### config.mk
export PLATFORM = sky130hd
export DESIGN_NAME = alu_issue_ctrl
export DESIGN_NICKNAME = d
export VERILOG_FILES = /design/src/rtl/alu_ctrl_pkg.sv /design/src/rtl/alu_regfile.sv /design/src/rtl/alu_issue_ctrl.sv
export SDC_FILE = /design/constraint.sdc
export NUM_CORES = 1
export LEC_CHECK = 0
export BUFFER_PORTS_ARGS = -buffer_cell sky130_fd_sc_hd__buf_2
export CAP_MARGIN = 30
export CORE_MARGIN = 2
export CORE_UTILIZATION = 55
export CTS_CLUSTER_SIZE = 14
export DETAILED_ROUTE_END_ITERATION = 12
export HOLD_SLACK_MARGIN = 0.02
export PLACE_DENSITY = 0.71
export SYNTH_ARGS = -nofsm -noshare
export SYNTH_HDL_FRONTEND = slang
export SYNTH_SLANG_ARGS = --single-unit
### constraint.sdc
create_clock -name clk -period 4.3 [get_ports clk]
set_input_delay 0.215 -clock clk [delete_from_list [all_inputs] [get_ports clk]]
set_output_delay 0.215 -clock clk [all_outputs]
set_load 0.01 [all_outputs]
### src/rtl/alu_ctrl_pkg.sv
// alu_ctrl_pkg: opcodes, FSM states and default widths shared by the ALU issue controller
package alu_ctrl_pkg;
    localparam int DEF_DATA_W = 19;
    localparam int DEF_NREGS  = 8;
    localparam int DEF_AW     = 3;

    localparam logic [4:0] OP_ADD  = 5'd0;
    localparam logic [4:0] OP_SUB  = 5'd1;
    localparam logic [4:0] OP_MUL  = 5'd2;
    localparam logic [4:0] OP_DIV  = 5'd3;
    localparam logic [4:0] OP_INC  = 5'd4;
    localparam logic [4:0] OP_DEC  = 5'd5;
    localparam logic [4:0] OP_AND1 = 5'd6;
    localparam logic [4:0] OP_OR1  = 5'd7;
    localparam logic [4:0] OP_XOR1 = 5'd8;
    localparam logic [4:0] OP_LAST = OP_XOR1;

    typedef enum logic [2:0] {S_IDLE, S_EXEC, S_CAPT, S_WB_LO, S_WB_HI} state_t;
endpackage

### src/rtl/alu_regfile.sv
// alu_regfile: register file with two operand read ports, a debug read port and one write port
module alu_regfile #(
    parameter int DATA_W = 19,
    parameter int NREGS  = 8,
    parameter int AW     = 3
) (
    input  logic              clk,
    input  logic              rst_n,
    input  logic [AW-1:0]     ra1,
    input  logic [AW-1:0]     ra2,
    input  logic [AW-1:0]     rad,
    output logic [DATA_W-1:0] rd1,
    output logic [DATA_W-1:0] rd2,
    output logic [DATA_W-1:0] rdd,
    input  logic              we,
    input  logic [AW-1:0]     wa,
    input  logic [DATA_W-1:0] wd
);
    logic [DATA_W-1:0] mem [NREGS];

    assign rd1 = mem[ra1];
    assign rd2 = mem[ra2];
    assign rdd = mem[rad];

    always_ff @(posedge clk or negedge rst_n) begin
        if (!rst_n) begin
            for (int i = 0; i < NREGS; i++) mem[i] <= '0;
        end else if (we) begin
            mem[wa] <= wd;
        end
    end
endmodule

### src/rtl/alu_issue_ctrl.sv
// alu_issue_ctrl: issues register-file commands to an external ALU and writes results back
module alu_issue_ctrl
    import alu_ctrl_pkg::*;
#(
    parameter int DATA_W = DEF_DATA_W,
    parameter int NREGS  = DEF_NREGS,
    parameter int AW     = DEF_AW
) (
    input  logic                clk,
    input  logic                rst_n,
    input  logic                cmd_valid,
    output logic                cmd_ready,
    input  logic [4:0]          cmd_opcode,
    input  logic [AW-1:0]       cmd_rs1,
    input  logic [AW-1:0]       cmd_rs2,
    input  logic [AW-1:0]       cmd_rd,
    output logic [DATA_W-1:0]   alu_a,
    output logic [DATA_W-1:0]   alu_b,
    output logic [4:0]          alu_opcode,
    input  logic [2*DATA_W-1:0] alu_result,
    output logic                done,
    output logic                flag_zero,
    output logic                flag_dz,
    output logic                flag_ill,
    input  logic [AW-1:0]       dbg_addr,
    output logic [DATA_W-1:0]   dbg_data
);
    state_t              state_q, state_d;
    logic [AW-1:0]       rd_q, waddr;
    logic [2*DATA_W-1:0] res_q;
    logic [DATA_W-1:0]   rs1_data, rs2_data, wdata;
    logic                we, accept, legal, is_mul, dz_now, zero_now, done_set;

    assign accept   = cmd_valid && cmd_ready;
    assign legal    = cmd_opcode <= OP_LAST;
    assign is_mul   = alu_opcode == OP_MUL;
    assign dz_now   = alu_opcode == OP_DIV && alu_b == '0;
    assign zero_now = is_mul ? res_q == '0 : res_q[DATA_W-1:0] == '0;
    // done is registered, so it is raised one state ahead of the final writeback state
    assign done_set = (state_q == S_CAPT && !is_mul) || (state_q == S_WB_LO && is_mul);

    always_ff @(posedge clk or negedge rst_n) begin
        if (!rst_n) state_q <= S_IDLE;
        else        state_q <= state_d;
    end

    always_comb begin
        state_d = state_q;
        case (state_q)
            S_IDLE:  state_d = accept && legal ? S_EXEC : S_IDLE;
            S_EXEC:  state_d = S_CAPT;
            S_CAPT:  state_d = S_WB_LO;
            S_WB_LO: state_d = is_mul ? S_WB_HI : S_IDLE;
            default: state_d = S_IDLE;
        endcase
    end

    // holding off ready during the done cycle keeps an illegal command's pulse isolated
    always_comb begin
        cmd_ready = state_q == S_IDLE && !done;
        we        = state_q == S_WB_LO || state_q == S_WB_HI;
        waddr     = state_q == S_WB_HI ? rd_q + AW'(1) : rd_q;
        wdata     = dz_now ? '0 : state_q == S_WB_HI ? res_q[2*DATA_W-1:DATA_W] : res_q[DATA_W-1:0];
    end

    always_ff @(posedge clk or negedge rst_n) begin
        if (!rst_n) begin
            alu_a      <= '0;
            alu_b      <= '0;
            alu_opcode <= '0;
            rd_q       <= '0;
            res_q      <= '0;
            done       <= 1'b0;
            flag_zero  <= 1'b0;
            flag_dz    <= 1'b0;
            flag_ill   <= 1'b0;
        end else begin
            done <= done_set || (accept && !legal);
            if (accept) begin
                alu_a      <= rs1_data;
                alu_b      <= rs2_data;
                alu_opcode <= cmd_opcode;
                rd_q       <= cmd_rd;
            end
            if (state_q == S_EXEC) res_q <= alu_result;
            if (done_set) begin
                flag_zero <= zero_now;
                flag_dz   <= dz_now;
                flag_ill  <= 1'b0;
            end else if (accept && !legal) begin
                flag_zero <= 1'b0;
                flag_dz   <= 1'b0;
                flag_ill  <= 1'b1;
            end
        end
    end

    alu_regfile #(.DATA_W(DATA_W), .NREGS(NREGS), .AW(AW)) u_rf (
        .clk   (clk),
        .rst_n (rst_n),
        .ra1   (cmd_rs1),
        .ra2   (cmd_rs2),
        .rad   (dbg_addr),
        .rd1   (rs1_data),
        .rd2   (rs2_data),
        .rdd   (dbg_data),
        .we    (we),
        .wa    (waddr),
        .wd    (wdata)
    );
endmodule
After elaboration in Yosys (flattened, before gate mapping)
Cells that the tools add are included.
Widths: inputs -> output; s select.
{"block": "classes", "muxes": 24, "reduce_logical": 19, "div_mod_pow": 0, "bitwise_logic": 4, "n_mul": 0, "n_eq_ne": 6, "order_cmp": 6, "n_addsub": 1, "shift": 0}
{"operator": "$bmux 19 s3", "count": 3}
{"operator": "$mux 19", "count": 9}
{"operator": "$bwmux 152", "count": 1}
{"operator": "$demux 19 s3", "count": 1}
{"operator": "$logic_not 19->1", "count": 2}
{"operator": "$logic_not 38->1", "count": 1}
{"operator": "$ge 4x4->1 const B", "count": 4}
{"operator": "$not 3->4", "count": 4}
{"operator": "$pmux 3 s4", "count": 1}
{"operator": "$eq 5x2->1 const B", "count": 2}
{"operator": "$logic_and 1x1->1", "count": 8}
{"operator": "$mux 1", "count": 7}
{"operator": "$eq 3x2->1 const B", "count": 2}
{"operator": "$mux 3", "count": 2}
{"operator": "$le 5x4->1 const B", "count": 1}
{"operator": "$lt 4x1->1 const B", "count": 1}
{"operator": "$add 3x1->3 const B", "count": 1}
{"operator": "$eq 3x1->1 const B", "count": 1}
{"operator": "$eq 3x3->1 const B", "count": 1}
{"operator": "$logic_not 1->1", "count": 3}
{"operator": "$logic_not 3->1", "count": 1}
{"operator": "$logic_or 1x1->1", "count": 3}
{"operator": "$reduce_bool 2->1", "count": 1}
{"block": "word_totals", "mem_bits_rw": 0, "input_bits": 58, "memories": 0, "elab_cells": 78, "output_inout_bits": 67, "mem_bits_ro": 0, "latch_bits": 0, "reg_bits": 243}

Logic depth before layout (Yosys ltp)
{"block": "depth", "word_depth": 8, "mapped_depth": 7, "ltp_nobuf": 5}

By module
From an unflattened synthesis, not the netlist that was laid out.
{"block": "hier_totals", "cells_unflattened": 833, "hier_area_um2": 13312.8}
{"module": "alu_regfile", "area_each_um2": 9256.4, "instances": 1, "cells_per_inst": 528, "seq_area_each_um2": 3803.6}
{"module": "alu_issue_ctrl", "area_each_um2": 4056.4, "instances": 1, "cells_per_inst": 305, "seq_area_each_um2": 2277.2}

Least setup slack after synthesis
Ideal clock, no wire load.
{"block": "synth_path", "path_type": "register to register", "from": "register state_q[1]", "to": "register u_rf.mem[122] (netlist bit)", "setup_time_ns": 0.125, "path_stages_with_launch": 8, "n_path_buf": 3, "synth_period_minus_slack_ns": 2.297, "path_slack_ns": 2.003, "t_required_ns": 4.175, "arrival_ns": 2.172, "cell_sequence": "dfrtp_1 -> buf_2 -> nor3b_4 -> mux2i_1 -> a21boi_1 -> buf_2 -> buf_4 -> mux2_2"}
{"block": "synth_via", "elab_chain_len": 8, "elab_cells_between_ends": 13, "cone_classes": "2 x order compare; 2 x eq/ne; 6 x mux; 1 x bitwise; 2 x reduce/logical"}
{"item": "start, declared", "line": "alu_issue_ctrl.sv:28", "text": "state_t state_q, state_d;"}
{"item": "start signal, assigned", "line": "alu_issue_ctrl.sv:44", "text": "else state_q <= state_d;"}
{"item": "$eq 3x3->1", "line": "alu_issue_ctrl.sv:61, alu_issue_ctrl.sv:62, alu_issue_ctrl.sv:63"}
{"item": "$mux 3", "line": "alu_issue_ctrl.sv:62", "text": "waddr = state_q == S_WB_HI ? rd_q + AW'(1) : rd_q;"}
{"item": "$not 3->4 (not written as such)", "line": "alu_regfile.sv:29", "text": "mem[wa] <= wd;"}
{"item": "$ge 4x4->1 (not written as such) / $lt 4x1->1 (equally long branches)", "line": "alu_regfile.sv:29"}
{"item": "$logic_and 1x1->1 (not written as such)", "line": "alu_regfile.sv:29"}
{"item": "$mux 19 (not written as such)", "line": "alu_regfile.sv:29"}
{"item": "$demux 19 s3", "line": "alu_regfile.sv:29"}
{"item": "$bwmux 152", "line": "alu_regfile.sv:29"}
{"item": "end signal, assigned by index", "line": "alu_regfile.sv:29"}
{"item": "end, declared", "line": "alu_regfile.sv:19", "text": "logic [DATA_W-1:0] mem [NREGS];"}
Parallel ways exist; a longest one is shown, timed or not.
A chain may end at the register's enable or synchronous reset.

Worst setup path in the final report
{"block": "layout_path", "from": "register state_q[1]", "to": "register u_rf.mem[45] (netlist bit)"}
The elaborated chain is that of the path after synthesis.

==> metrics.txt <==
Slew @ Worst Pin=925 ps; top post-synthesis cells by count=dfrtp_1, mux2_2, mux4_2, mux2i_1, nand2_1; WL/cell=24.1 um; Yosys cell types=43; DR DRC count=0; Post-DRT Antenna Nets=0; f_max=345 MHz; DP Worst Slack=1430 ps; Critical Path RT=4720 ps; CTS max path bufs=3; initial antenna violation count=0; Tcrit/Tclk final=67.4%; max cap viols=0; hold crit path type=primary input to flip-flop; sequential area share after synthesis=47.0%; clk_skew=13.9 ps; first-pass GRT wire length=50.9 mm; vias per cell=6.19; total gr overflow=0; Yosys top cell by area=dfrtp_1; Slew HR=37.5%; top cells by area, synth=dfrtp_1, mux4_2, mux2_2, mux2i_1, o21ai_0; Port Buf Inserts=124; most frequent cell after synthesis=dfrtp_1; Die ar.=0.0248 mm2; CTS Root Buffer Type=clkbuf_16; status=completed; Hold Vio Cnt, Final=0; Final WS setup=1400 ps; EDFF count, synth=0; Pleak=6.61 nW; Crit Path Class=flip-flop to flip-flop; Seq cells post-synth=243; Die Ht=157 um; Post-CTS Resized=0; Post-Synthesis Cells=867; DRT Wirelength=32.9 mm; Clock Pin Slew Worst Setup and Hold Paths=60 ps; Critical Path Fanout Max=19; Yosys warnings=0; nets=1085; area share of the largest cell type after synthesis=47.0%; Final Setup Violations=0; Critical Path End Type=flip-flop; setup TNS=0 ps; drt pass-1 iters=5; detailed placer's ending HPWL=20.3 mm; # IOs=125; chip width=157 um; TritonCTS Buffers=27; vias in the first global route=8671; Final min period=2900 ps; Initial Utilization=55.6%; power per cell area=665 mW/mm2; Core ar.=0.0233 mm2; worst path arrival time=3310 ps; Peak VDD IR=0.499 mV; Syn Std Cell Area=0.0129 mm2; Antenna Cells=0; CTS Sinks=243; CTS tree=built; unrepaired setup endpoints after global routing=no; Mean Syn Cell Area=14.9 um2; H-tree depth=1; routed vias=8443; Startpoint Class=flip-flop; largest net degree at the start of global routing=112; fraction of registers with async set/reset=100%; share of cells above drive strength 1=50.2%; Max Slew Vio Count=0; dominant synthesized flop cell=dfrtp_1; GR Util All Layers=27.3%; drt first-iter violations=544; worst skew pair latency=540 ps; Syn Nets=926; GPL Wtd Cong=0.781; area grow syn2layout=17.6%; row cnt=56
-- cell families (layout without fill, tap and decap cells) --
family | after synthesis | in the layout | synth area share [%]
AO/OA/AOI/OAI | 75 | 75 | 3.43
adder cells (fa/ha/maj) | 1 | 1 | 0.0967
flip-flops | 243 | 243 | 47.0
AND/OR/NAND/NOR | 92 | 92 | 3.68
multiplexers | 388 | 388 | 43.1
buffers and inverters | 66 | 243 | 2.53
XOR/XNOR | 2 | 2 | 0.135
-- metal layers --
metal  track usage, %  share of wire, %  up-vias
met5                0                 0        -
met4             5.89               1.6        0
met3             3.41               4.9       38
met2             46.2                50      256
met1             38.3                44     4475
li1                 -                 -     3674
-- cell type report --
type                       instances  area (um2)
fill                            1751        8050
clock buffer                      37         733
multi-input combinational        558        6540
tap                              319         399
timing repair buffer             193        1290
clock inverter                    10         154
inverter                           3        11.3
sequential                       243        6080
-- per-stage QoR --
step	power [mW]	hold slack, ps	area, um2	std cells	util (%)
2_1_floorplan	6.55	-80.6	12900	867	-
3_3_place_gp	7.56	339	13800	1267	59.4
3_5_place_dp	7.71	340	13900	1269	59.6
4_1_cts	10.1	205	15200	1363	65.4
5_1_grt	10.7	250	15200	1363	65.4
6_report	10.1	216	15200	1363	65.4
-- worst max-delay path: stages (launching register included) --
cell and delay [ps]:
dfrtp_1 480, nor3b_4 770, nand3b_1 310, a21oi_4 790
mux2_2 420
-- what timing repair did --
action                                  4_1_cts  5_1_grt
hold buffers                                 47        0
endpoints found under the hold margin       154        0
setup buffers                                 0        0
endpoints found under the setup margin        0        0
-- cell usage in the layout (no fill, tap or decap), types with 8 or more instances in the layout --
master / count
nor4_1: 12
nand2_1: 49
mux4_2: 114
buf_4: 20
o21ai_0: 39
clkbuf_1: 8
mux2i_1: 61
dlygate4sd3_1: 47
buf_2: 123
mux2_2: 213
dfrtp_1: 243
clkbuf_16: 27
a21oi_1: 20
-- flip-flops by register name, summed over array words and instances (netlist names), 3 cells and up --
register    cells
res_q          38
alu_opcode      5
state_q         3
rd_q            3
alu_b          19
alu_a          19
u_rf.mem      152
-- power breakdown --
group,switching (mW),total (mW),internal (mW)
clock,0.932,2.36,1.43
sequential,0.888,4.14,3.25
combinational,1.58,3.62,2.04
-- worst paths after layout --
kind	end	startpoint	cells past startpoint	slack (ps)
worst min-delay path	rd_q[2]	cmd_valid	4	220
min in group asynchronous	alu_a[2]	rst_n	2	320
worst min register to register	alu_a[4]	alu_a[4]	2	470
worst max register to register	u_rf.mem[45]	state_q[1]	4	1400
max in group asynchronous	res_q[32]	rst_n	3	2830
worst max-delay path	u_rf.mem[45]	state_q[1]	4	1400
(Power assumes the default switching activity.)
